[config.mk]
export PLATFORM = sky130hd
export DESIGN_NAME = sample_loader_flat
export DESIGN_NICKNAME = d
export VERILOG_FILES = /design/src/rtl/loader_pkg.sv /design/src/rtl/sample_loader_if.sv /design/src/rtl/btn_debounce.sv /design/src/rtl/sample_loader.sv /design/src/flat_wrapper.sv
export SDC_FILE = /design/constraint.sdc
export NUM_CORES = 1
export LEC_CHECK = 0
export CORE_MARGIN = 3
export CORE_UTILIZATION = 60
export CTS_BUF_LIST = sky130_fd_sc_hd__clkbuf_8
export CTS_CLUSTER_DIAMETER = 50
export DETAILED_ROUTE_END_ITERATION = 8
export GPL_TIMING_DRIVEN = 0
export PLACE_DENSITY = 0.77
export SETUP_SLACK_MARGIN = 0.3
export SLEW_MARGIN = 15
export SYNTH_ARGS = -nofsm -noshare
export SYNTH_HDL_FRONTEND = slang
export SYNTH_SLANG_ARGS = --single-unit
[constraint.sdc]
create_clock -name clk -period 3.4 [get_ports clk]
set_input_delay 0.34 -clock clk [delete_from_list [all_inputs] [get_ports clk]]
set_output_delay 0.34 -clock clk [all_outputs]
set_load 0.01 [all_outputs]
[src/rtl/loader_pkg.sv]
// ============================================================================
// Module : loader_pkg
// Brief  : Shared loader states, default sizes and 7-segment digit decode.
// Rev    : 1.0  initial release
// ============================================================================
`default_nettype none

package loader_pkg;

    typedef enum logic [1:0] {
        LOAD_A = 2'd0,
        LOAD_B = 2'd1,
        DONE   = 2'd2
    } load_state_t;

    localparam int c_DW_DEFAULT    = 4;
    localparam int c_DEPTH_DEFAULT = 8;

    // Active-low segments a..g, a in the MSB; non-decimal values blank the digit
    function automatic logic [6:0] seg7_decode(input logic [3:0] digit);
        logic [6:0] seg;
        case (digit)
            4'd0:    seg = 7'b0000001;
            4'd1:    seg = 7'b1001111;
            4'd2:    seg = 7'b0010010;
            4'd3:    seg = 7'b0000110;
            4'd4:    seg = 7'b1001100;
            4'd5:    seg = 7'b0100100;
            4'd6:    seg = 7'b0100000;
            4'd7:    seg = 7'b0001111;
            4'd8:    seg = 7'b0000000;
            4'd9:    seg = 7'b0000100;
            default: seg = 7'b1111111;
        endcase
        return seg;
    endfunction

endpackage

`default_nettype wire

[src/rtl/sample_loader_if.sv]
// ============================================================================
// Module : sample_loader_if
// Brief  : Correlator-facing read port and completion signalling of the loader.
// Rev    : 1.0  initial release
// ============================================================================
`default_nettype none

interface sample_loader_if #(
    parameter int DW = 4,
    parameter int AW = 3
);
    logic [AW-1:0] rd_addr;
    logic [DW-1:0] rd_a;
    logic [DW-1:0] rd_b;
    logic          start;
    logic          load_done;

    modport master (
        output rd_addr,
        input  rd_a,
        input  rd_b,
        input  start,
        input  load_done
    );

    modport slave (
        input  rd_addr,
        output rd_a,
        output rd_b,
        output start,
        output load_done
    );
endinterface

`default_nettype wire

[src/rtl/btn_debounce.sv]
// ============================================================================
// Module : btn_debounce
// Brief  : 2-flop synchronizer, stability-count debouncer and rising-edge pulse.
// Rev    : 1.0  initial release
// ============================================================================
`default_nettype none

module btn_debounce #(
    parameter int DEBOUNCE_CYC = 1000000
) (
    input  wire  clk,
    input  wire  reset,
    input  wire  btn,
    output logic rise
);
    localparam int             C_CW      = $clog2(DEBOUNCE_CYC + 1);
    localparam logic [C_CW-1:0] C_CNT_MAX = C_CW'(DEBOUNCE_CYC - 1);

    logic            r_sync1;
    logic            r_sync2;
    logic            r_level;
    logic            r_rise;
    logic [C_CW-1:0] r_cnt;

    // The level only flips after DEBOUNCE_CYC back-to-back mismatching cycles
    always_ff @(posedge clk or negedge reset) begin
        if (!reset) begin
            r_sync1 <= 1'b0;
            r_sync2 <= 1'b0;
            r_level <= 1'b0;
            r_rise  <= 1'b0;
            r_cnt   <= '0;
        end else begin
            r_sync1 <= btn;
            r_sync2 <= r_sync1;
            r_rise  <= 1'b0;
            if (r_sync2 != r_level) begin
                if (r_cnt == C_CNT_MAX) begin
                    r_level <= r_sync2;
                    r_rise  <= r_sync2;
                    r_cnt   <= '0;
                end else begin
                    r_cnt <= r_cnt + 1'b1;
                end
            end else begin
                r_cnt <= '0;
            end
        end
    end

    assign rise = r_rise;

endmodule

`default_nettype wire

[src/rtl/sample_loader.sv]
// ============================================================================
// Module : sample_loader
// Brief  : Button-driven loader filling sample buffers A then B for the correlator.
//          Optional SAMPLE_ECHO_EN adds a 7-segment echo of the switch value.
// Rev    : 1.0  initial release
// ============================================================================
`default_nettype none

module sample_loader
    import loader_pkg::*;
#(
    parameter int DW           = c_DW_DEFAULT,
    parameter int DEPTH        = c_DEPTH_DEFAULT,
    parameter int AW           = $clog2(DEPTH),
    parameter int DEBOUNCE_CYC = 1000000
) (
    input  wire           clk,
    input  wire           reset,
    input  wire  [DW-1:0] data_sw,
    input  wire           load_btn,
    input  wire           clear_btn,
    sample_loader_if.slave rd_bus,
    output logic [AW-1:0] wr_idx,
    output logic [1:0]    phase
`ifdef SAMPLE_ECHO_EN
    ,
    output logic [6:0]    seg_echo
`endif
);
    localparam logic [AW-1:0] C_LAST = AW'(DEPTH - 1);

    load_state_t   r_state;
    logic [AW-1:0] r_wr_idx;
    logic          r_start;
    logic          r_done;
    logic [DW-1:0] r_mem_a [DEPTH];
    logic [DW-1:0] r_mem_b [DEPTH];
    logic [DW-1:0] r_sw_s1;
    logic [DW-1:0] r_sw_s2;
    logic          w_commit;
    logic          w_clr;

    btn_debounce #(.DEBOUNCE_CYC(DEBOUNCE_CYC)) u_load_db (
        .clk   (clk),
        .reset (reset),
        .btn   (load_btn),
        .rise  (w_commit)
    );

    btn_debounce #(.DEBOUNCE_CYC(DEBOUNCE_CYC)) u_clear_db (
        .clk   (clk),
        .reset (reset),
        .btn   (clear_btn),
        .rise  (w_clr)
    );

    always_ff @(posedge clk or negedge reset) begin
        if (!reset) begin
            r_sw_s1 <= '0;
            r_sw_s2 <= '0;
        end else begin
            r_sw_s1 <= data_sw;
            r_sw_s2 <= r_sw_s1;
        end
    end

    // Clear takes priority over a commit landing in the same cycle
    always_ff @(posedge clk or negedge reset) begin
        if (!reset) begin
            r_state  <= LOAD_A;
            r_wr_idx <= '0;
            r_start  <= 1'b0;
            r_done   <= 1'b0;
            for (int i = 0; i < DEPTH; i++) begin
                r_mem_a[i] <= '0;
                r_mem_b[i] <= '0;
            end
        end else begin
            r_start <= 1'b0;
            if (w_clr) begin
                r_state  <= LOAD_A;
                r_wr_idx <= '0;
                r_done   <= 1'b0;
            end else if (w_commit) begin
                case (r_state)
                    LOAD_A: begin
                        r_mem_a[r_wr_idx] <= r_sw_s2;
                        if (r_wr_idx == C_LAST) begin
                            r_wr_idx <= '0;
                            r_state  <= LOAD_B;
                        end else begin
                            r_wr_idx <= r_wr_idx + 1'b1;
                        end
                    end
                    LOAD_B: begin
                        r_mem_b[r_wr_idx] <= r_sw_s2;
                        if (r_wr_idx == C_LAST) begin
                            r_wr_idx <= '0;
                            r_state  <= DONE;
                            r_start  <= 1'b1;
                            r_done   <= 1'b1;
                        end else begin
                            r_wr_idx <= r_wr_idx + 1'b1;
                        end
                    end
                    default: ;
                endcase
            end
        end
    end

    generate
        if ((2 ** AW) == DEPTH) begin : g_rd_full
            assign rd_bus.rd_a = r_mem_a[rd_bus.rd_addr];
            assign rd_bus.rd_b = r_mem_b[rd_bus.rd_addr];
        end else begin : g_rd_guard
            logic w_in_range;
            assign w_in_range  = ({1'b0, rd_bus.rd_addr} < (AW + 1)'(DEPTH));
            assign rd_bus.rd_a = w_in_range ? r_mem_a[rd_bus.rd_addr] : '0;
            assign rd_bus.rd_b = w_in_range ? r_mem_b[rd_bus.rd_addr] : '0;
        end
    endgenerate

    assign rd_bus.start     = r_start;
    assign rd_bus.load_done = r_done;
    assign wr_idx           = r_wr_idx;
    assign phase            = r_state;

`ifdef SAMPLE_ECHO_EN
    logic [6:0] r_seg;

    always_ff @(posedge clk or negedge reset) begin
        if (!reset) begin
            r_seg <= 7'b0000001;
        end else begin
            r_seg <= seg7_decode(4'(r_sw_s2));
        end
    end

    assign seg_echo = r_seg;
`endif

endmodule

`default_nettype wire

[src/flat_wrapper.sv]
// flat-port wrapper written by rule: the top's interface ports become plain ports
module sample_loader_flat import loader_pkg::*;
#(
    parameter int DW           = c_DW_DEFAULT,
    parameter int DEPTH        = c_DEPTH_DEFAULT,
    parameter int AW           = $clog2(DEPTH),
    parameter int DEBOUNCE_CYC = 1000000
)
  (clk, reset, data_sw, load_btn, clear_btn, wr_idx, phase, rd_bus_rd_addr, rd_bus_rd_a, rd_bus_rd_b, rd_bus_start, rd_bus_load_done);
  sample_loader_if #(.DW(DW), .AW(AW)) rd_bus_i ();
  input  wire clk;
  input  wire reset;
  input  wire  [DW-1:0] data_sw;
  input  wire load_btn;
  input  wire clear_btn;
  output logic [AW-1:0] wr_idx;
  output logic [1:0] phase;
  input wire logic [$bits(rd_bus_i.rd_addr)-1:0] rd_bus_rd_addr;
  output wire logic [$bits(rd_bus_i.rd_a)-1:0] rd_bus_rd_a;
  output wire logic [$bits(rd_bus_i.rd_b)-1:0] rd_bus_rd_b;
  output wire logic [$bits(rd_bus_i.start)-1:0] rd_bus_start;
  output wire logic [$bits(rd_bus_i.load_done)-1:0] rd_bus_load_done;
  assign rd_bus_i.rd_addr = rd_bus_rd_addr;
  assign rd_bus_rd_a = rd_bus_i.rd_a;
  assign rd_bus_rd_b = rd_bus_i.rd_b;
  assign rd_bus_start = rd_bus_i.start;
  assign rd_bus_load_done = rd_bus_i.load_done;
  sample_loader #(.DW(DW), .DEPTH(DEPTH), .AW(AW), .DEBOUNCE_CYC(DEBOUNCE_CYC)) u_core (.clk(clk), .reset(reset), .data_sw(data_sw), .load_btn(load_btn), .clear_btn(clear_btn), .rd_bus(rd_bus_i), .wr_idx(wr_idx), .phase(phase));
endmodule
==> summary.md <==
| Metric | Value |
|---|---|
| H-tree depth | 4 |
| Ys async rst share | 100% |
| Clock tree root driver cell | clkbuf_8 |
| Worst skew pair latency | 0.43 ns |
| Synth Flop Type | dfrtp_1 |
| Vias in the first global route | 3931 |
| Post-synthesis sequential area ratio | 54.6% |
| Final Skew | 0.0104 ns |
| Proportion of synthesized area in mux cells | 20.5% |
| Die W | 105 µm |
| Pwr/cell area | 455 nW/µm² |
| Number of setup buffers added after CTS | 0 |
| Hold path depth | 1 |
| Hold Slack | 0.341 ns |
| Syn_nets | 474 |
| Gpl congestion | 0.786 |
| Vias per cell | 5.83 |
| DR WL/cell | 17.4 µm |
| Period utilization | 82.4% |
| VDD IR-drop max | 0.496 mV |
| Starting Density | 62.4% |
| First-pass GRT wire length | 19200 µm |
| Crit end category | output pin |
| Setup TNS | 0 ns |
| Syn_area_per_cell | 12.7 µm² |
| Area of the mapped netlist | 5820 µm² |
| Critical-path maximum fanout | 10 |
| Final setup viols | 0 |
| Worst setup margin | 0.599 ns |
| Status | completed |
| Num CTS Buffers | 17 |
| Max-cap viol count | 0 |
| Netlist cell types | 46 |
| FMAX | 357 MHz |
| Largest net degree at the start of global routing | 82 |
| R2R cell count | 5 |
| FP Rows | 35 |
| GRT Total Usage | 22.3% |
| R2R setup slack | 1.41 ns |
| PortBufs | 22 |
| Clk slew on worst S/H paths | 0.07 ns |
| Max clock buf depth | 2 |
| Pre-Repair DR Iteration Count | 4 |
| Die Ht | 105 µm |
| Critical Path RT | 3.06 ns |
| Post-Synth Adder-Cell Area | 0.859% |
| Initial DRC count | 142 |
| Crit Path Category | in -> out |
| Routed Antenna Nets | 0 |
| Critical Path AT | 2.46 ns |
| Min-delay src | data_sw[0] |
| Clock Sinks | 127 |
| CP Launch Type | input pin |
| Congestion Overflow GR | 0 |
| XOR/XNOR Fraction of Synth Area | 4.36% |
| Worst R2R Start | u_core.u_load_db.r_cnt[0] |
| RSZ-0062 raised after global routing | false |
| Worst slew pin tran | 0.735 ns |
| Slew headroom | 51.0% |
| Worst Hold Path EP | u_core.r_sw_s1[0] |
| Max-slew violations | 0 |
| Area grow syn2layout | 14.7% |
| Setup WS pre-CTS | 0.564 ns |
| Diode count | 0 |
| Worst hold path type | in -> reg |
| Simple-Gate Fraction of Synth Area | 14.9% |
| Post-synthesis compound-gate area fraction | 2.79% |
| Antenna violations before repair | 0 |
| Routed WL | 11200 µm |
| Core ar. | 9330 µm² |
| TritonCTS clock tree | yes |
| Yosys reg bits | 127 |
| I/O Pins | 26 |
| Cells after synthesis | 459 |
| Synthesis Warnings | 0 |
| # DRC | 0 |
| P_leak | 3.02 nW |
| Die area | 10900 µm² |
| Number of flops mapped to enable cells by yosys | 0 |
| Nets@finish | 517 |
| Largest family of logic cells by synthesized area | multiplexers |
| Worst reg2reg path endpoint | u_core.u_load_db.r_cnt[18] |
| Count of final hold-check violations | 0 |
| DP Wirelength | 7620 µm |
| Layout cell share with drive strength beyond 1 | 28.5% |
| Fin crit period | 2.80 ns |
| DR vias | 3755 |
[critical path, stage by stage]
cell,delay [ns]
clkbuf_1,0.35
clkbuf_1,0.60
mux4_2,0.40
mux2_2,0.28
clkdlybuf4s50_1,0.48
[metrics by stage]
step,total power [mW],utilization (%),std cells,cell area (µm²)
2_1_floorplan,1.60,-,459,5820
3_3_place_gp,1.65,66.5,610,6210
3_5_place_dp,1.66,66.8,611,6230
4_1_cts,3.07,71.6,644,6680
5_1_grt,3.16,71.6,644,6680
6_report,3.04,71.6,644,6680
[cells in the mapped netlist (2+ instances only)]
| library cell | n | area share [%] |
|---|---|---|
| nor3b_2 | 3 | 0.64 |
| nor4_2 | 2 | 0.43 |
| o21ai_0 | 4 | 0.34 |
| clkbuf_1 | 7 | 0.45 |
| nand3b_1 | 4 | 0.52 |
| or4_1 | 4 | 0.52 |
| a31o_2 | 2 | 0.30 |
| xnor2_1 | 18 | 2.7 |
| buf_1 | 2 | 0.13 |
| xor2_1 | 11 | 1.7 |
| dfrtp_1 | 127 | 55 |
| mux2_2 | 74 | 14 |
| nor2b_1 | 6 | 0.64 |
| and3_1 | 8 | 0.86 |
| buf_2 | 7 | 0.60 |
| nand4_1 | 12 | 1.3 |
| inv_1 | 10 | 0.64 |
| mux4_2 | 16 | 6.2 |
| nor3_1 | 7 | 0.60 |
| nand2b_1 | 4 | 0.43 |
| nand3_1 | 13 | 1.1 |
| o31ai_1 | 5 | 0.64 |
| nor2_1 | 40 | 2.6 |
| nand2_1 | 27 | 1.7 |
| nor4_1 | 10 | 1.1 |
| a21oi_1 | 13 | 1.1 |
| ha_1 | 4 | 0.86 |
[layout by cell type, fill, tap and decap left out, types with 10 or more instances in the layout]
| cell type | count |
|---|---|
| xor2_1 | 11 |
| nand2_1 | 27 |
| clkdlybuf4s50_1 | 21 |
| nor2_1 | 40 |
| nor4_1 | 10 |
| dfrtp_1 | 127 |
| nand4_1 | 12 |
| mux2_2 | 74 |
| nand3_1 | 13 |
| clkbuf_8 | 18 |
| inv_1 | 10 |
| xnor2_1 | 18 |
| a21oi_1 | 13 |
| mux4_2 | 16 |
[power breakdown]
part           internal (mW)  total, mW  switching (mW)
combinational         0.0305     0.0938          0.0633
clock                  0.818       1.41           0.595
sequential              1.52       1.54          0.0129
[cells by family after synthesis]
kind of cell | after synthesis
flops | 127
buf+inv | 28
fa+ha+maj | 4
simple gates | 154
compound gates | 27
mux | 90
xor+xnor | 29
[cell type report]
type | instances | area, µm²
multi-input cells | 304 | 2530
well taps | 129 | 161
flip-flops and latches | 127 | 3180
repair buffers | 24 | 259
clock buffers | 18 | 248
inverters | 10 | 37.5
plain buffers | 18 | 81.3
clock inverters | 14 | 190
fillers | 646 | 2650
[state kept, by name, summed over array words and instances, names as in the netlist]
signal                     count
u_core.wr_idx                  3
u_core.rd_bus.start            1
u_core.u_load_db.r_cnt        20
u_core.r_sw_s1                 4
u_core.u_clear_db.r_level      1
u_core.u_load_db.r_level       1
u_core.u_load_db.rise          1
u_core.phase                   2
u_core.r_mem_a                32
u_core.u_clear_db.rise         1
u_core.u_clear_db.r_sync1      1
u_core.rd_bus.load_done        1
u_core.r_sw_s2                 4
u_core.u_load_db.r_sync1       1
u_core.r_mem_b                32
u_core.u_load_db.r_sync2       1
u_core.u_clear_db.r_sync2      1
u_core.u_clear_db.r_cnt       20
[how the worst max path moves through the flow]
stage	start	endpoint	cells past startpoint
after CTS	rd_bus_rd_addr[1]	rd_bus_rd_b[3]	5
after global placement	reset	u_core.u_clear_db.r_cnt[8]	1
final	rd_bus_rd_addr[1]	rd_bus_rd_a[0]	5
after global routing	rd_bus_rd_addr[1]	rd_bus_rd_b[3]	5
after detailed placement	rd_bus_rd_addr[1]	rd_bus_rd_a[2]	5
after floorplan	rd_bus_rd_addr[0]	rd_bus_rd_a[0]	4
[repair_timing]
item / 4_1_cts / 5_1_grt
resized for setup: 0 / 0
hold buffers: 1 / 0
endpoints found under the hold margin: 80 / 0
[layer usage]
layer / global-route usage, % / vias to the layer above / wire length, µm
met1: 27.8 / 1916 / 4660
met5: 0 / - / 0
met4: 8.26 / 0 / 178
met2: 38.2 / 75 / 5980
li1: - / 1745 / -
met3: 5.03 / 19 / 405
Note: power is estimated with default switching activity, not from simulation.
